`src/rtl/aes_subbytes_serial_if.sv`:
```
// Handshake bundle for the serial SubBytes engine.
// Carries the input-state channel and the output-state channel.
interface aes_subbytes_serial_if #(
    parameter int N_BYTES = 16
);
    logic                   in_valid;
    logic                   in_ready;
    logic                   in_encrypt;
    logic [8*N_BYTES-1:0]   in_state;
    logic                   out_valid;
    logic                   out_ready;
    logic [8*N_BYTES-1:0]   out_state;

    modport master (
        output in_valid, in_encrypt, in_state, out_ready,
        input  in_ready, out_valid, out_state
    );

    modport slave (
        input  in_valid, in_encrypt, in_state, out_ready,
        output in_ready, out_valid, out_state
    );
endinterface

```
`src/rtl/aes_subbytes_serial.sv`:
```
// Serial AES SubBytes: streams one state byte per cycle through a single
// external S-box and reassembles the substituted bytes into an output state.
module aes_subbytes_serial #(
    parameter int N_BYTES      = 16,
    parameter int SBOX_LATENCY = 0
) (
    input  logic                 clk,
    input  logic                 rst,
    aes_subbytes_serial_if.slave bus,
    output logic                 sbox_encrypt,
    output logic [7:0]           sbox_byte_in,
    input  logic [7:0]           sbox_byte_out
);
    localparam int IDX_W = (N_BYTES > 1) ? $clog2(N_BYTES) : 1;
    localparam int CNT_W = (SBOX_LATENCY > 1) ? $clog2(SBOX_LATENCY) : 1;
    localparam logic [IDX_W-1:0] IDX_LAST   = IDX_W'(N_BYTES - 1);
    localparam logic [CNT_W-1:0] DRAIN_LAST = CNT_W'((SBOX_LATENCY > 0) ? SBOX_LATENCY - 1 : 0);

    typedef enum logic [1:0] {IDLE, ISSUE, DRAIN, DONE} state_t;

    state_t                     state_reg, state_next;
    logic [IDX_W-1:0]           idx_reg, idx_next;
    logic [CNT_W-1:0]           drain_reg, drain_next;
    logic                       enc_reg;
    logic [N_BYTES-1:0][7:0]    src_reg;
    logic [N_BYTES-1:0][7:0]    result_reg;

    logic                       accept;
    logic                       issue;
    logic                       in_ready_w;
    logic                       out_valid_w;
    logic [7:0]                 byte_in_w;
    logic                       cap_valid;
    logic [IDX_W-1:0]           cap_idx;

    // Byte 0 sits in the most significant position, hence the reversed index.
    always_comb begin
        state_next  = state_reg;
        idx_next    = idx_reg;
        drain_next  = drain_reg;
        accept      = 1'b0;
        issue       = 1'b0;
        in_ready_w  = 1'b0;
        out_valid_w = 1'b0;
        byte_in_w   = 8'h00;
        case (state_reg)
            IDLE: begin
                in_ready_w = 1'b1;
                if (bus.in_valid) begin
                    accept     = 1'b1;
                    idx_next   = '0;
                    state_next = ISSUE;
                end
            end
            ISSUE: begin
                issue     = 1'b1;
                byte_in_w = src_reg[IDX_LAST - idx_reg];
                if (idx_reg == IDX_LAST) begin
                    idx_next   = '0;
                    drain_next = '0;
                    state_next = (SBOX_LATENCY > 0) ? DRAIN : DONE;
                end else begin
                    idx_next = idx_reg + 1'b1;
                end
            end
            DRAIN: begin
                if (drain_reg == DRAIN_LAST) begin
                    state_next = DONE;
                end else begin
                    drain_next = drain_reg + 1'b1;
                end
            end
            DONE: begin
                out_valid_w = 1'b1;
                if (bus.out_ready) begin
                    state_next = IDLE;
                end
            end
            default: state_next = IDLE;
        endcase
    end

    always_ff @(posedge clk) begin
        if (rst) begin
            state_reg <= IDLE;
            idx_reg   <= '0;
            drain_reg <= '0;
            enc_reg   <= 1'b1;
        end else begin
            state_reg <= state_next;
            idx_reg   <= idx_next;
            drain_reg <= drain_next;
            if (accept) begin
                enc_reg <= bus.in_encrypt;
            end
        end
    end

    always_ff @(posedge clk) begin
        if (accept) begin
            src_reg <= bus.in_state;
        end
    end

    // Capture follows the issue stream delayed by the S-box latency, so it
    // completes on its own regardless of which state the FSM is in.
    generate
        if (SBOX_LATENCY == 0) begin : g_comb_capture
            assign cap_valid = issue;
            assign cap_idx   = idx_reg;
        end else begin : g_pipe_capture
            logic [SBOX_LATENCY-1:0]            pipe_valid_reg;
            logic [SBOX_LATENCY-1:0][IDX_W-1:0] pipe_idx_reg;

            always_ff @(posedge clk) begin
                if (rst) begin
                    pipe_valid_reg <= '0;
                    pipe_idx_reg   <= '0;
                end else begin
                    pipe_valid_reg[0] <= issue;
                    pipe_idx_reg[0]   <= idx_reg;
                    for (int k = 1; k < SBOX_LATENCY; k++) begin
                        pipe_valid_reg[k] <= pipe_valid_reg[k-1];
                        pipe_idx_reg[k]   <= pipe_idx_reg[k-1];
                    end
                end
            end

            assign cap_valid = pipe_valid_reg[SBOX_LATENCY-1];
            assign cap_idx   = pipe_idx_reg[SBOX_LATENCY-1];
        end
    endgenerate

    always_ff @(posedge clk) begin
        if (rst) begin
            result_reg <= '0;
        end else if (cap_valid) begin
            result_reg[IDX_LAST - cap_idx] <= sbox_byte_out;
        end
    end

    assign bus.in_ready  = in_ready_w;
    assign bus.out_valid = out_valid_w;
    assign bus.out_state = result_reg;
    assign sbox_byte_in  = byte_in_w;
    assign sbox_encrypt  = enc_reg;
endmodule
```
`src/flat_wrapper.sv`:
```
// flat-port wrapper written by rule: the top's interface ports become plain ports
module aes_subbytes_serial_flat 
#(
    parameter int N_BYTES      = 16,
    parameter int SBOX_LATENCY = 0
)
  (clk, rst, sbox_encrypt, sbox_byte_in, sbox_byte_out, bus_in_valid, bus_in_encrypt, bus_in_state, bus_out_ready, bus_in_ready, bus_out_valid, bus_out_state);
  aes_subbytes_serial_if #(.N_BYTES(N_BYTES)) bus_i ();
  input  logic clk;
  input  logic rst;
  output logic sbox_encrypt;
  output logic [7:0] sbox_byte_in;
  input  logic [7:0] sbox_byte_out;
  input wire logic [$bits(bus_i.in_valid)-1:0] bus_in_valid;
  input wire logic [$bits(bus_i.in_encrypt)-1:0] bus_in_encrypt;
  input wire logic [$bits(bus_i.in_state)-1:0] bus_in_state;
  input wire logic [$bits(bus_i.out_ready)-1:0] bus_out_ready;
  output wire logic [$bits(bus_i.in_ready)-1:0] bus_in_ready;
  output wire logic [$bits(bus_i.out_valid)-1:0] bus_out_valid;
  output wire logic [$bits(bus_i.out_state)-1:0] bus_out_state;
  assign bus_i.in_valid = bus_in_valid;
  assign bus_i.in_encrypt = bus_in_encrypt;
  assign bus_i.in_state = bus_in_state;
  assign bus_i.out_ready = bus_out_ready;
  assign bus_in_ready = bus_i.in_ready;
  assign bus_out_valid = bus_i.out_valid;
  assign bus_out_state = bus_i.out_state;
  aes_subbytes_serial #(.N_BYTES(N_BYTES), .SBOX_LATENCY(SBOX_LATENCY)) u_core (.clk(clk), .rst(rst), .bus(bus_i), .sbox_encrypt(sbox_encrypt), .sbox_byte_in(sbox_byte_in), .sbox_byte_out(sbox_byte_out));
endmodule
```
`config.mk`:
```
export PLATFORM = sky130hd
export DESIGN_NAME = aes_subbytes_serial_flat
export DESIGN_NICKNAME = d
export VERILOG_FILES = /design/src/rtl/aes_subbytes_serial_if.sv /design/src/rtl/aes_subbytes_serial.sv /design/src/flat_wrapper.sv
export SDC_FILE = /design/constraint.sdc
export NUM_CORES = 1
export LEC_CHECK = 0
export CAP_MARGIN = 15
export CORE_MARGIN = 4
export CORE_UTILIZATION = 35
export DETAILED_ROUTE_END_ITERATION = 6
export GPL_ROUTABILITY_DRIVEN = 0
export GPL_TIMING_DRIVEN = 0
export PLACE_DENSITY = 0.72
export SYNTH_ARGS = -nofsm -noshare
export SYNTH_HDL_FRONTEND = slang
export SYNTH_SLANG_ARGS = --single-unit
export TNS_END_PERCENT = 30
```
`constraint.sdc`:
```
create_clock -name clk -period 11.76 [get_ports clk]
set_input_delay 1.764 -clock clk [delete_from_list [all_inputs] [get_ports clk]]
set_output_delay 1.764 -clock clk [all_outputs]
set_load 0.02 [all_outputs]
```
* Word level (Yosys, flattened, before mapping)
Cells that the tools add are included.
Storage, ports and cells: register bits after elaboration 264, output and inout bits 139, bits of input ports 141
Operators by class: mux-type cells 22, add/subtract/negate cells 3, equal/unequal tests 8, reductions and logical operators 7, $lt $le $gt $ge 2
Operator list (number):
- $bwmux 128 | 1
- $bmux 8 s4 | 1
- $demux 8 s4 | 1
- $mux 8 | 3
- $mux 2 | 4
- $mux 4 | 2
- $pmux 2 s4 | 1
- $pmux 4 s2 | 1
- $mux 1 | 7
- $ne 2x2->1 const B | 3
- $lt 4x5->1 const B | 1
- $add 4x1->4 const B | 1
- $eq 2x2->1 const B | 2
- $eq 4x4->1 const B | 1
- $ge 4x1->1 const B | 1
- $reduce_and 2->1 | 2
- $reduce_and 4->1 | 1
- $reduce_bool 2->1 | 2
- $sub 4x4->4 const A | 1
- $eq 2x1->1 const B | 1
- $logic_not 2->1 | 1
- $ne 2x1->1 const B | 1
- $pmux 1 s2 | 1
- $add 1x1->1 const B | 1
- $logic_and 1x1->1 | 1

* Longest topological paths before layout
depth after elaboration 6, mapped depth 9

* Worst setup path after synthesis
OpenSTA, ideal clock, no wires.
kind input port to flip-flop, start in bus_in_valid, end reg u_core.enc_reg (netlist: u_core.sbox_encrypt), setup slack 6.453 ns, cell stages on the path 3, data arrival time 5.181 ns, data required time 11.634 ns, cell sequence and2_1 nor2b_1 a211o_1
On the way: longest elaborated chain between the ends 2
RTL lines:
- start: declaration | line flat_wrapper.sv:14 | input wire logic [$bits(bus_i.in_valid)-1:0] bus_in_valid;
- $mux 1 | line aes_subbytes_serial.sv:49 | if (bus.in_valid) begin
- $mux 1 | line aes_subbytes_serial.sv:46 | case (state_reg)
- end signal: assignment | line aes_subbytes_serial.sv:94 | enc_reg <= bus.in_encrypt;
- end: declaration | line aes_subbytes_serial.sv:24 | logic enc_reg;
No other way between the ends. A chain may end at the register's enable or synchronous reset.

* Worst setup path after layout
start reg u_core.state_reg[0], end out sbox_byte_in[4]
On the way: longest elaborated chain between the ends 2
RTL lines:
- start: declaration | line aes_subbytes_serial.sv:21 | state_t state_reg, state_next;
- start signal: assignment | line aes_subbytes_serial.sv:90 | state_reg <= state_next;
- $eq 2x1->1 | line aes_subbytes_serial.sv:46
- $mux 8 | line aes_subbytes_serial.sv:46
- end: declaration | line flat_wrapper.sv:12 | output logic [7:0] sbox_byte_in;
No other way between the ends.

==> flow_summary.ini <==
[status]
status = completed

[sta]
fin_crit_sh_pct = 41.3
slew_violations = 0
final.min_clock_period_ps = 4860
fin_skew_ps = 15.9
worst_pin_slew_ps = 834
tns_ps = 0
setup_ws_ps = 6900
slew-limit-headroom_pct = 44.2
grt_setup_unrepaired = false
setup_viol = 0
whs_ps = 452
max_freq_mhz = 206
hold_viol = 0

[worst_setup_path]
cp.arrival_ps = 3090
reg2reg_to = u_core.bus.out_state[41]$_SDFFE_PP0P_
r2r_cells = 7
critPathLaunch = u_core.state_reg[0]$_SDFFE_PP0P_
start_kind = register
crit_type = reg -> out
cp-end-kind = output port
r2r_slack_ps = 9280
r2r-start = u_core.cap_idx[0]$_SDFFE_PP0P_
cp.required_ps = 10000
cp_max_fo = 10

[clocking]
clk_latency_ps = 550
clock_sinks = 263
clockRootBuffer = clkbuf_16
cts_resized = 0
ctsHoldBuffers = 0
cts_tree = done
htree_levels = 1
clockBufferDepth = 3
clk_pin_slew_ps = 60
postCtsSetupRepairBufs = 0
cts_buffers = 29

[yosys]
ys_seq_elements = 263
seq_area_frac_synth_pct = 65.4
syn_nets = 1025
syn_avg_cell_area_sq_um = 11.4
synth.distinct_cells = 35
postSynthCellCount = 876
yosys_warnings = 0
syn_area_sq_um = 10000

[detailed_routing]
avgRoutedWirePerCell_microns = 18.7
num_vias = 7709
remaining_drc_errors = 0
via_per_inst = 4.90
routed_wl_mm = 29.4
drt_iter0_drc = 545
ant_nets = 0
drt_pass1_iterations = 5

[power]
vdd_drop_max_uv = 123
p_leak_nw = 4.57
power_density_nw_per_um2 = 166
power_mw = 2.34

[worst_hold_path]
whs_path_depth = 2
hold_start = u_core.bus.out_state[46]$_SDFFE_PP0P_
hold_path.class = reg -> reg
min_to = u_core.bus.out_state[46]$_SDFFE_PP0P_

[floorplan]
rows = 61
ios = 280
die_w_microns = 177
dieArea_sq_um = 31400
die_h_microns = 177
start_util_pct = 35.7
core_sq_um = 28000

[layout]
final_common_cell = nand2_1
nets = 1328
most-common-layout-cells = 285 x nand2_1, 270 x clkdlybuf4s50_1, 135 x dfxtp_1, 132 x a21oi_1, 128 x edfxtp_1
area_growth_pct = 41.1
fillers = 2439
antennaDiodeCount = 0
drive_above_1_share_pct = 6.35

[grt]
grt_usage_pct = 18.0
grt_max_degree = 76
grt_pass1_wl_mm = 43.9
grt_antenna_before_repair = 0
overflow = 0
grt_pass1_vias = 7796

[placement]
place_hpwl_mm = 21.7
preCtsSetupSlack_ps = 7510
io_buffer_count = 270

[job]
maxCapViolations = 0
## metal layers
| layer | track usage (%) | routed length [microns] | up-vias |
|---|---|---|---|
| li1 | - | - | 3697 |
| met1 | 21.5 | 11400 | 3622 |
| met2 | 31.8 | 14500 | 334 |
| met4 | 5.13 | 816 | 0 |
| met3 | 5.06 | 2690 | 56 |
| met5 | 0 | 0 | - |
## cell families (layout without fill, tap and decap cells)
group           Yosys count  after routing  share of synthesized area (%)
compound gates          156            156                           8.51
fa+ha+maj                 8              8                           1.00
buf+inv                  56            376                           2.89
flops                   263            263                           65.4
mux                      42             42                           7.57
simple gates            351            351                           14.6
## stage by stage
stage                     util [%]  instances  area [sq um]
after detailed placement      47.3       1526         13200
after CTS                     50.4       1574         14100
after floorplan                  -        876         10000
after global placement        47.0       1524         13200
final                         50.4       1574         14100
after global routing          50.4       1574         14100
## where the power goes
part,switching (mW),internal [mW]
Combinational,0.220,0.158
Sequential,0.0330,1.08
Clock,0.357,0.494
Total,0.611,1.73
## worst max path at each step
| stage | end | depth (start not counted) |
|---|---|---|
| floorplan | u_core.sbox_encrypt$_SDFFE_PP1P_ | 3 |
| global placement | u_core.sbox_encrypt$_SDFFE_PP1P_ | 4 |
| detailed placement | sbox_byte_in[4] | 8 |
| CTS | sbox_byte_in[4] | 8 |
| global route | sbox_byte_in[4] | 8 |
| finish | sbox_byte_in[4] | 8 |
## worst max-delay path: stages (launching register included)
cell	delay, ps
dfxtp_1	410
ha_1	200
buf_4	170
and2_1	160
clkbuf_1	300
buf_2	320
a32oi_1	130
o211ai_1	190
clkdlybuf4s50_1	670
## area by class of cell
type                            count  area, sq um  area share (%)
Buffer                             51          270            1.92
Inverter                            5         18.8           0.133
Timing Repair Buffer              272         2760            19.5
Multi-Input combinational cell    557         3170            22.5
Clock buffer                       36          752            5.33
Sequential cell                   263         6550            46.4
Clock inverter                     12          121           0.860
Tap cell                          378          473            3.35
## synth_stat cells
library cell  instances  area share, %
nor2_2                4           0.25
and3_1                1          0.063
a22oi_1               2           0.15
a211oi_1              1          0.075
nor2b_1               5           0.31
mux2i_1              19            1.9
buf_6                 3           0.34
inv_1                 5           0.19
a32oi_1               8           0.70
dfxtp_1             135             27
nor2_1               15           0.56
and2_1                3           0.19
buf_2                 4           0.20
a221oi_2              1           0.15
ha_1                  8            1.0
o21ai_0               3           0.15
edfxtp_1            128             38
o22ai_1               1          0.063
buf_12                2           0.40
mux4_1               13            3.4
and2b_1               1          0.075
clkbuf_1             37            1.4
nand3_4               1           0.18
nand3_1              13           0.65
nor3_2                4           0.40
nand2b_1              5           0.31
a211o_1               1          0.088
o211ai_1              7           0.53
buf_4                 5           0.38
mux4_2               10            2.3
or4b_1                1           0.10
nand2_1             285             11
nand4_1              12           0.75
nand2_2               1          0.063
a21oi_1             132            6.6
Note: power is estimated with default switching activity, not from simulation.
